**src/rtl/mem_port_arbiter_pkg.sv**
```systemverilog
// Shared widths, FSM state encoding and grant encoding for the memory port arbiter.
// Pure declarations: no latency, no backpressure.
package mem_port_arbiter_pkg;

  localparam int ADDR_LEN = 32;
  localparam int DATA_LEN = 32;

  typedef enum logic [1:0] {
    ARB_IDLE = 2'd0,
    ARB_IF   = 2'd1,
    ARB_D    = 2'd2
  } arb_state_t;

  typedef enum logic {
    GRANT_IF = 1'b0,
    GRANT_D  = 1'b1
  } grant_t;

endpackage

```
**src/rtl/mem_port_arbiter_if.sv**
```systemverilog
// Fetch, data and memory-side signals of the arbiter, bundled as one interface.
// Wiring only: no latency; req is held by the requester until its ready pulse.
interface mem_port_arbiter_if
  import mem_port_arbiter_pkg::*;
#(
  parameter int ADDR_W = ADDR_LEN,
  parameter int DATA_W = DATA_LEN
);

  logic              if_req;
  logic [ADDR_W-1:0] if_addr;
  logic              if_cancel;
  logic [DATA_W-1:0] if_rdata;
  logic              if_ready;
  logic              if_stall;

  logic              d_req;
  logic              d_we;
  logic [ADDR_W-1:0] d_addr;
  logic [DATA_W-1:0] d_wdata;
  logic [DATA_W-1:0] d_rdata;
  logic              d_ready;
  logic              d_stall;

  logic              mem_req;
  logic              mem_we;
  logic [ADDR_W-1:0] mem_addr;
  logic [DATA_W-1:0] mem_wdata;
  logic [DATA_W-1:0] mem_rdata;
  logic              mem_ack;

  // Arbiter side.
  modport slave (
    input  if_req, if_addr, if_cancel,
    output if_rdata, if_ready, if_stall,
    input  d_req, d_we, d_addr, d_wdata,
    output d_rdata, d_ready, d_stall,
    output mem_req, mem_we, mem_addr, mem_wdata,
    input  mem_rdata, mem_ack
  );

  // Pipeline + memory side.
  modport master (
    output if_req, if_addr, if_cancel,
    input  if_rdata, if_ready, if_stall,
    output d_req, d_we, d_addr, d_wdata,
    input  d_rdata, d_ready, d_stall,
    input  mem_req, mem_we, mem_addr, mem_wdata,
    output mem_rdata, mem_ack
  );

endinterface

```
**src/rtl/mem_port_arbiter_grant_sel.sv**
```systemverilog
// Combinational grant picker (arb_grant_sel): data first, but never twice in a row over a waiting fetch.
// Zero latency; a port that loses simply stays pending for the next IDLE cycle.
module mem_port_arbiter_grant_sel
  import mem_port_arbiter_pkg::*;
(
  input  logic   if_vld,
  input  logic   d_vld,
  input  grant_t last_grant,
  output logic   grant_vld,
  output grant_t grant
);

  always_comb begin
    grant_vld = if_vld | d_vld;
    grant     = GRANT_IF;
    if (d_vld && (!if_vld || last_grant == GRANT_IF)) begin
      grant = GRANT_D;
    end
  end

endmodule

```
**src/rtl/mem_port_arbiter.sv**
```systemverilog
// Serialises IF and MEM-stage requests onto one single-ported, variable-latency memory.
// Latency: grant->mem_req 1 cycle, mem_ack->ready 1 cycle; requesters hold req (and stall) until ready.
module mem_port_arbiter
  import mem_port_arbiter_pkg::*;
#(
  parameter int ADDR_W = ADDR_LEN,
  parameter int DATA_W = DATA_LEN
) (
  input  logic                clk,
  input  logic                rst,
  mem_port_arbiter_if.slave   bus
);

  arb_state_t        state, state_nxt;
  grant_t            last_grant, last_grant_nxt;
  grant_t            grant;
  logic              grant_vld;
  logic              drop, drop_nxt;

  logic              cmd_we, cmd_we_nxt;
  logic [ADDR_W-1:0] cmd_addr, cmd_addr_nxt;
  logic [DATA_W-1:0] cmd_wdata, cmd_wdata_nxt;

  logic [DATA_W-1:0] if_rdata_q, if_rdata_nxt;
  logic [DATA_W-1:0] d_rdata_q, d_rdata_nxt;
  logic              if_ready_q, if_ready_nxt;
  logic              d_ready_q, d_ready_nxt;

  logic              if_pend;
  logic              d_pend;

  // A requester still holds req during its own ready cycle; masking it
  // there stops the same transaction from being granted a second time.
  assign if_pend = bus.if_req & ~bus.if_cancel & ~if_ready_q;
  assign d_pend  = bus.d_req & ~d_ready_q;

  mem_port_arbiter_grant_sel u_grant_sel (
    .if_vld     (if_pend),
    .d_vld      (d_pend),
    .last_grant (last_grant),
    .grant_vld  (grant_vld),
    .grant      (grant)
  );

  always_ff @(posedge clk or posedge rst) begin
    if (rst) begin
      state <= ARB_IDLE;
    end else begin
      state <= state_nxt;
    end
  end

  always_comb begin
    state_nxt      = state;
    last_grant_nxt = last_grant;
    drop_nxt       = drop;
    cmd_we_nxt     = cmd_we;
    cmd_addr_nxt   = cmd_addr;
    cmd_wdata_nxt  = cmd_wdata;
    if_rdata_nxt   = if_rdata_q;
    d_rdata_nxt    = d_rdata_q;
    if_ready_nxt   = 1'b0;
    d_ready_nxt    = 1'b0;

    unique case (state)
      ARB_IDLE: begin
        if (grant_vld) begin
          last_grant_nxt = grant;
          if (grant == GRANT_D) begin
            state_nxt     = ARB_D;
            cmd_we_nxt    = bus.d_we;
            cmd_addr_nxt  = bus.d_addr;
            cmd_wdata_nxt = bus.d_wdata;
          end else begin
            state_nxt    = ARB_IF;
            cmd_we_nxt   = 1'b0;
            cmd_addr_nxt = bus.if_addr;
          end
        end
      end
      ARB_IF: begin
        if (bus.mem_ack) begin
          // A redirect in the ack cycle itself also kills the pulse.
          state_nxt    = ARB_IDLE;
          if_rdata_nxt = bus.mem_rdata;
          if_ready_nxt = ~(drop | bus.if_cancel);
          drop_nxt     = 1'b0;
        end else if (bus.if_cancel) begin
          drop_nxt = 1'b1;
        end
      end
      ARB_D: begin
        if (bus.mem_ack) begin
          state_nxt   = ARB_IDLE;
          d_rdata_nxt = bus.mem_rdata;
          d_ready_nxt = 1'b1;
        end
      end
      default: begin
        state_nxt = ARB_IDLE;
      end
    endcase
  end

  always_ff @(posedge clk or posedge rst) begin
    if (rst) begin
      last_grant <= GRANT_IF;
      drop       <= 1'b0;
      cmd_we     <= 1'b0;
      cmd_addr   <= '0;
      cmd_wdata  <= '0;
      if_rdata_q <= '0;
      d_rdata_q  <= '0;
      if_ready_q <= 1'b0;
      d_ready_q  <= 1'b0;
    end else begin
      last_grant <= last_grant_nxt;
      drop       <= drop_nxt;
      cmd_we     <= cmd_we_nxt;
      cmd_addr   <= cmd_addr_nxt;
      cmd_wdata  <= cmd_wdata_nxt;
      if_rdata_q <= if_rdata_nxt;
      d_rdata_q  <= d_rdata_nxt;
      if_ready_q <= if_ready_nxt;
      d_ready_q  <= d_ready_nxt;
    end
  end

  // mem_req decodes the state register, so an async reset drops it at once.
  assign bus.mem_req   = (state != ARB_IDLE);
  assign bus.mem_we    = cmd_we;
  assign bus.mem_addr  = cmd_addr;
  assign bus.mem_wdata = cmd_wdata;

  assign bus.if_rdata  = if_rdata_q;
  assign bus.if_ready  = if_ready_q;
  assign bus.d_rdata   = d_rdata_q;
  assign bus.d_ready   = d_ready_q;

  assign bus.if_stall  = bus.if_req & ~if_ready_q;
  assign bus.d_stall   = bus.d_req & ~d_ready_q;

endmodule
```
**src/flat_wrapper.sv**
```systemverilog
// flat-port wrapper written by rule: the top's interface ports become plain ports
module mem_port_arbiter_flat import mem_port_arbiter_pkg::*;
#(
  parameter int ADDR_W = ADDR_LEN,
  parameter int DATA_W = DATA_LEN
)
  (clk, rst, bus_if_req, bus_if_addr, bus_if_cancel, bus_if_rdata, bus_if_ready, bus_if_stall, bus_d_req, bus_d_we, bus_d_addr, bus_d_wdata, bus_d_rdata, bus_d_ready, bus_d_stall, bus_mem_req, bus_mem_we, bus_mem_addr, bus_mem_wdata, bus_mem_rdata, bus_mem_ack);
  mem_port_arbiter_if #(.ADDR_W(ADDR_W), .DATA_W(DATA_W)) bus_i ();
  input  logic clk;
  input  logic rst;
  input wire logic [$bits(bus_i.if_req)-1:0] bus_if_req;
  input wire logic [$bits(bus_i.if_addr)-1:0] bus_if_addr;
  input wire logic [$bits(bus_i.if_cancel)-1:0] bus_if_cancel;
  output wire logic [$bits(bus_i.if_rdata)-1:0] bus_if_rdata;
  output wire logic [$bits(bus_i.if_ready)-1:0] bus_if_ready;
  output wire logic [$bits(bus_i.if_stall)-1:0] bus_if_stall;
  input wire logic [$bits(bus_i.d_req)-1:0] bus_d_req;
  input wire logic [$bits(bus_i.d_we)-1:0] bus_d_we;
  input wire logic [$bits(bus_i.d_addr)-1:0] bus_d_addr;
  input wire logic [$bits(bus_i.d_wdata)-1:0] bus_d_wdata;
  output wire logic [$bits(bus_i.d_rdata)-1:0] bus_d_rdata;
  output wire logic [$bits(bus_i.d_ready)-1:0] bus_d_ready;
  output wire logic [$bits(bus_i.d_stall)-1:0] bus_d_stall;
  output wire logic [$bits(bus_i.mem_req)-1:0] bus_mem_req;
  output wire logic [$bits(bus_i.mem_we)-1:0] bus_mem_we;
  output wire logic [$bits(bus_i.mem_addr)-1:0] bus_mem_addr;
  output wire logic [$bits(bus_i.mem_wdata)-1:0] bus_mem_wdata;
  input wire logic [$bits(bus_i.mem_rdata)-1:0] bus_mem_rdata;
  input wire logic [$bits(bus_i.mem_ack)-1:0] bus_mem_ack;
  assign bus_i.if_req = bus_if_req;
  assign bus_i.if_addr = bus_if_addr;
  assign bus_i.if_cancel = bus_if_cancel;
  assign bus_if_rdata = bus_i.if_rdata;
  assign bus_if_ready = bus_i.if_ready;
  assign bus_if_stall = bus_i.if_stall;
  assign bus_i.d_req = bus_d_req;
  assign bus_i.d_we = bus_d_we;
  assign bus_i.d_addr = bus_d_addr;
  assign bus_i.d_wdata = bus_d_wdata;
  assign bus_d_rdata = bus_i.d_rdata;
  assign bus_d_ready = bus_i.d_ready;
  assign bus_d_stall = bus_i.d_stall;
  assign bus_mem_req = bus_i.mem_req;
  assign bus_mem_we = bus_i.mem_we;
  assign bus_mem_addr = bus_i.mem_addr;
  assign bus_mem_wdata = bus_i.mem_wdata;
  assign bus_i.mem_rdata = bus_mem_rdata;
  assign bus_i.mem_ack = bus_mem_ack;
  mem_port_arbiter #(.ADDR_W(ADDR_W), .DATA_W(DATA_W)) u_core (.clk(clk), .rst(rst), .bus(bus_i));
endmodule
```
**config.mk**
```make
export PLATFORM = sky130hd
export DESIGN_NAME = mem_port_arbiter_flat
export DESIGN_NICKNAME = d
export VERILOG_FILES = /design/src/rtl/mem_port_arbiter_pkg.sv /design/src/rtl/mem_port_arbiter_if.sv /design/src/rtl/mem_port_arbiter_grant_sel.sv /design/src/rtl/mem_port_arbiter.sv /design/src/flat_wrapper.sv
export SDC_FILE = /design/constraint.sdc
export NUM_CORES = 1
export LEC_CHECK = 0
export ABC_CLOCK_PERIOD_IN_PS = 6250
export CAP_MARGIN = 10
export CORE_ASPECT_RATIO = 0.75
export CORE_MARGIN = 3
export CORE_UTILIZATION = 40
export CTS_CLUSTER_DIAMETER = 50
export CTS_CLUSTER_SIZE = 28
export DETAILED_ROUTE_END_ITERATION = 10
export PLACE_DENSITY = 0.91
export SETUP_SLACK_MARGIN = 0.4
export SLEW_MARGIN = 20
export SYNTH_ARGS = -nofsm -noshare
export SYNTH_HDL_FRONTEND = slang
export SYNTH_SLANG_ARGS = --single-unit
```
**constraint.sdc**
```tcl
create_clock -name clk -period 6.25 [get_ports clk]
set_input_delay 1.5625 -clock clk [delete_from_list [all_inputs] [get_ports clk]]
set_output_delay 1.5625 -clock clk [all_outputs]
set_load 0.005 [all_outputs]
```
=== After elaboration in Yosys (flattened, before gate mapping) ===
Cells that the tools add are included.

* Register bits: 135
* Bits of input ports: 135
* Output and inout port bits: 134
* Logic and storage cells: 51

* Equal/unequal tests: 4
* Multiplexer cells: 13
* Bitwise gates (word level): 11
* Reductions and logical operators: 13

{| class="wikitable"
|+ Operators by type and width
! operator !! number
|-
| $mux 32 || 1
|-
| $reduce_and 2->1 || 5
|-
| $mux 1 || 8
|-
| $mux 2 || 3
|-
| $not 1->1 || 5
|-
| $and 1x1->1 || 4
|-
| $ne 2x1->1 const B || 2
|-
| $pmux 2 s2 || 1
|-
| $reduce_bool 2->1 || 2
|-
| $reduce_and 3->1 || 1
|-
| $eq 2x1->1 const B || 1
|-
| $eq 2x2->1 const B || 1
|-
| $logic_not 2->1 || 1
|-
| $or 1x1->1 || 2
|-
| $reduce_or 2->1 || 1
|-
| $logic_and 1x1->1 || 1
|-
| $logic_not 1->1 || 1
|-
| $logic_or 1x1->1 || 1
|}

=== Logic depth before layout (Yosys ltp) ===
* Depth in word-level cells: 10
* Depth in mapped cells: 7
* Gate-level depth less buffers: 5

=== Hierarchy ===
From an unflattened synthesis, not the netlist that was laid out.

* Cell total of the unflattened synthesis: 381
* Area total of the unflattened synthesis: 5447.7 um^2

{| class="wikitable"
|+ Modules (own cells, without submodules)
! module !! times used !! cells each !! area each (um^2) !! seq. area each (um^2)
|-
| mem_port_arbiter || 1 || 379 || 5434.0 || 3378.2
|-
| mem_port_arbiter_grant_sel || 1 || 2 || 13.8 || 0.0
|}

=== Least setup slack after synthesis ===
No wires, ideal clock.

* Path kind: input port to output port
* Start: input bus_d_req
* End: output bus_d_stall
* Arrival time: 1.780 ns
* Data required time: 4.688 ns
* Slack: 2.908 ns
* Stages: 1
* Path buffers: 0
* Cells stage by stage: nor2b_1

* Longest elaborated chain between the ends: 1

{| class="wikitable"
|+ RTL lines
! what !! line !! text
|-
| start, declared || flat_wrapper.sv:17 || <nowiki>input wire logic [$bits(bus_i.d_req)-1:0] bus_d_req;</nowiki>
|-
| $and 1x1->1 || mem_port_arbiter.sv:141 || <nowiki>assign bus.d_stall = bus.d_req & ~d_ready_q;</nowiki>
|-
| end, declared || flat_wrapper.sv:23 || <nowiki>output wire logic [$bits(bus_i.d_stall)-1:0] bus_d_stall;</nowiki>
|}

Every way passes these cells.

=== Worst setup path in the final report ===
Ends and elaborated chain as after synthesis.

==> key figures <==
Status
  • Run status: finished, final reports clean

Worst setup path
  • CP Capture Type: output port
  • CP Data Required Time: 4.69 ns
  • CP max FO: 3
  • Critical path's top delay family: buffers and inverters
  • CP Launch Type: input port
  • Slowest stage cell on the critical path: clkdlybuf4s50_1
  • CP peak stage delay: 0.58 ns
  • WP data arrival: 2.90 ns
  • Cell repeated most along the worst path: clkdlybuf4s50_1
  • CP Buf/Inv Count: 2
  • Critical path class: input port to output port
  • Crit-path cells: clkdlybuf4s50_1, nor2b_1, clkdlybuf4s50_1

Logic synthesis
  • Synth top area share: 63.5%
  • Yosys synthesis warning count: 0
  • Synth Register Bits: about 140
  • Compound-Gate Fraction of Synth Area: 7.36%
  • Syn nets: between 400 and 500
  • Top post-synthesis cells by area: dfrtp_1 (63%), mux2_2 (20%), a221o_1 (6.0%), nor3b_1 (2.4%), and3_1 (1.8%)
  • Asr flop ratio synth: 100%
  • Post-synth EDFFs: 0
  • Mean Syn Cell Area: 15.5 um2
  • Syn Inst Count: 344
  • Post-synthesis xor/xnor area fraction: 0%
  • Synth Area in Simple Gates: under 10%
  • Cell taking the most area after synthesis: dfrtp_1
  • Post-Synth Adder-Cell Area: 0.705%
  • Predominant post-synthesis flop cell: dfrtp_1
  • Mux share of post-synthesis cell area: 20.3%
  • Largest family of logic cells by synthesized area: multiplexers
  • Netlist area before placement: between 0.005 and 0.006 mm2
  • Post-synthesis sequential area ratio: 63.5%
  • Number of library cell types mapped by synthesis: 27

Detailed routing
  • First-pass DRT Iterations: 4
  • Avg WL per Cell: approximately 19 um
  • Via Count: 4102
  • Drt first-iter violations: 157
  • Post-route ant nets: 0
  • Vias per cell: 5.16
  • Drt total wl: 15300 um
  • Remaining DRCs: 0

Die
  • Num rows: 35
  • Die width: roughly 140 um
  • Io pins: 269
  • Die Y-Extent: 106 um
  • Initial Util: 42.0%
  • Core area: between 0.01 and 0.015 mm2
  • Die ar.: roughly 0.015 mm2

Timing
  • Worst Hold Slack: 0.435 ns
  • Max-slew headroom: roughly 43%
  • Setup violations, final: 0
  • Fin Setup TNS: 0 ns
  • Worst slew pin tran: 0.855 ns
  • Skew final: 0.00789 ns
  • FMAX: roughly 220 MHz
  • Final setup slack of the worst path: 1.79 ns
  • Min cycle time layout: between 4 and 5 ns
  • Final worst path period share: a little under three quarters
  • Final Max Tran Viols: 0
  • RSZ-0062 raised after global routing: false
  • Final hold vios: 0

GRT
  • Initial antenna violation count: 0
  • Met2 GRT Util: 37.0%
  • M3 GR Usage: under 10%
  • Global route overflow: 0
  • Global-route wire length before repair: around 24000 um
  • Global Route Usage Sum: approximately a fifth
  • GR Util met1: 24.4%
  • Busiest grt layer: met2
  • Vias in the first global route: approximately 4500
  • Largest net degree at the start of global routing: 92

Clocking
  • CTS max path bufs: 2
  • Clk_lat worst skew: 0.40 ns
  • Root buf cell: clkbuf_16
  • CTS tree: yes
  • Clk sink count: 135
  • Htree depth: 4
  • Setup Buffers After CTS: 0
  • CTS Hold Bufs: 0
  • Num CTS Buffers: 17
  • Post_cts resized: 0
  • Clk slew on worst S/H paths: about 0.060 ns

Flow run
  • Max_cap viols: 0

Final layout
  • # diodes: 0
  • Layout cells sized above 1: 21.9%
  • P&R area growth vs syn: 64.5%
  • Commonest non-fill, non-tap cell in the layout: clkdlybuf4s50_1
  • Final nets: 754
  • Commonest non-fill, non-tap cells in the layout: clkdlybuf4s50_1 (268), dfrtp_1 (135), mux2_2 (96), a221o_1 (32)

Power
  • Pleak: 3.67 nW
  • Peak supply drop: about 0.27 mV
  • Pwr Density: about 500 mW/mm2

Place
  • Pre-CTS setup slack: 1.78 ns
  • GP Congestion: 0.838
  • Port Buffers: 268
  • Detail Placement HPWL: 11200 um

Hold path
  • Hold Crit Class: flip-flop to flip-flop
## final cells by class
type	count	area, um2
fillers	897	3900
inverters	5	23.8
clock buffers	20	457
repair buffers	273	2720
flip-flops and latches	135	3380
well taps	166	208
clock inverters	12	143
multi-input cells	184	1830
## report_power, final
group          total (mW)  switching [mW]  internal (mW)
Combinational        1.88           0.636           1.25
Sequential           1.56           0.241           1.31
Clock               0.990           0.375          0.615
Total                4.43            1.25           3.18
## final timing paths
check,from,end,slack [ns],cells after the start
min in group asynchronous,rst,u_core.bus.d_rdata[27]$_DFFE_PP0P_,1.71,2
worst min-delay path,u_core.drop$_DFFE_PP0P_,u_core.bus.if_ready$_DFF_PP0_,0.44,1
worst min register to register,u_core.drop$_DFFE_PP0P_,u_core.bus.if_ready$_DFF_PP0_,0.44,1
max in group asynchronous,rst,u_core.bus.mem_wdata[11]$_DFFE_PP0P_,3.43,3
worst max register to register,u_core.state[0]$_DFFE_PP0P_,u_core.bus.mem_wdata[21]$_DFFE_PP0P_,3.52,6
worst max-delay path,bus_d_req,bus_d_stall,1.79,3
## metrics by stage
| stage | instance area, um2 | util [%] | cells | power (mW) |
|---|---|---|---|---|
| 4_1_cts | 8760 | 69.2 | 795 | 4.49 |
| 6_report | 8760 | 69.2 | 795 | 4.43 |
| 2_1_floorplan | 5320 | - | 344 | 2.30 |
| 3_3_place_gp | 8160 | 64.4 | 763 | 3.37 |
| 5_1_grt | 8760 | 69.2 | 795 | 4.69 |
| 3_5_place_dp | 8160 | 64.4 | 763 | 3.46 |
## Yosys cell counts (3+ instances only)
library cell / number
a221o_1: 32
buf_2: 12
nor3b_1: 17
mux2_2: 96
a22o_1: 3
dfrtp_1: 135
inv_1: 5
clkbuf_1: 4
ha_1: 3
and3_1: 15
## cells by family after synthesis
logic type	after synthesis
flops	135
buf+inv	25
compound gates	42
fa+ha+maj	3
simple gates	43
mux	96
## worst reg2reg max path, stage by stage (launching register included)
cell      delay, ns
dfrtp_1        0.41
inv_1          0.10
ha_1           0.26
nand3b_1       0.47
a21oi_4        0.27
buf_4          0.65
mux2_2         0.45
## layer usage
metal	vias up	routed length, um
met3	14	1120
li1	1831	-
met4	0	166
met5	-	0
met1	2074	6090
met2	183	7920
## flip-flops by register name, indices dropped and copies added, names as in the netlist
signal and count:
u_core.bus.if_rdata 32, u_core.bus.mem_we 1, u_core.bus.d_ready 1, u_core.bus.if_ready 1, u_core.state 2, u_core.last_grant 1, u_core.bus.d_rdata 32, u_core.drop 1
u_core.bus.mem_wdata 32, u_core.bus.mem_addr 32
No activity file was read; power rests on OpenSTA's default activity.
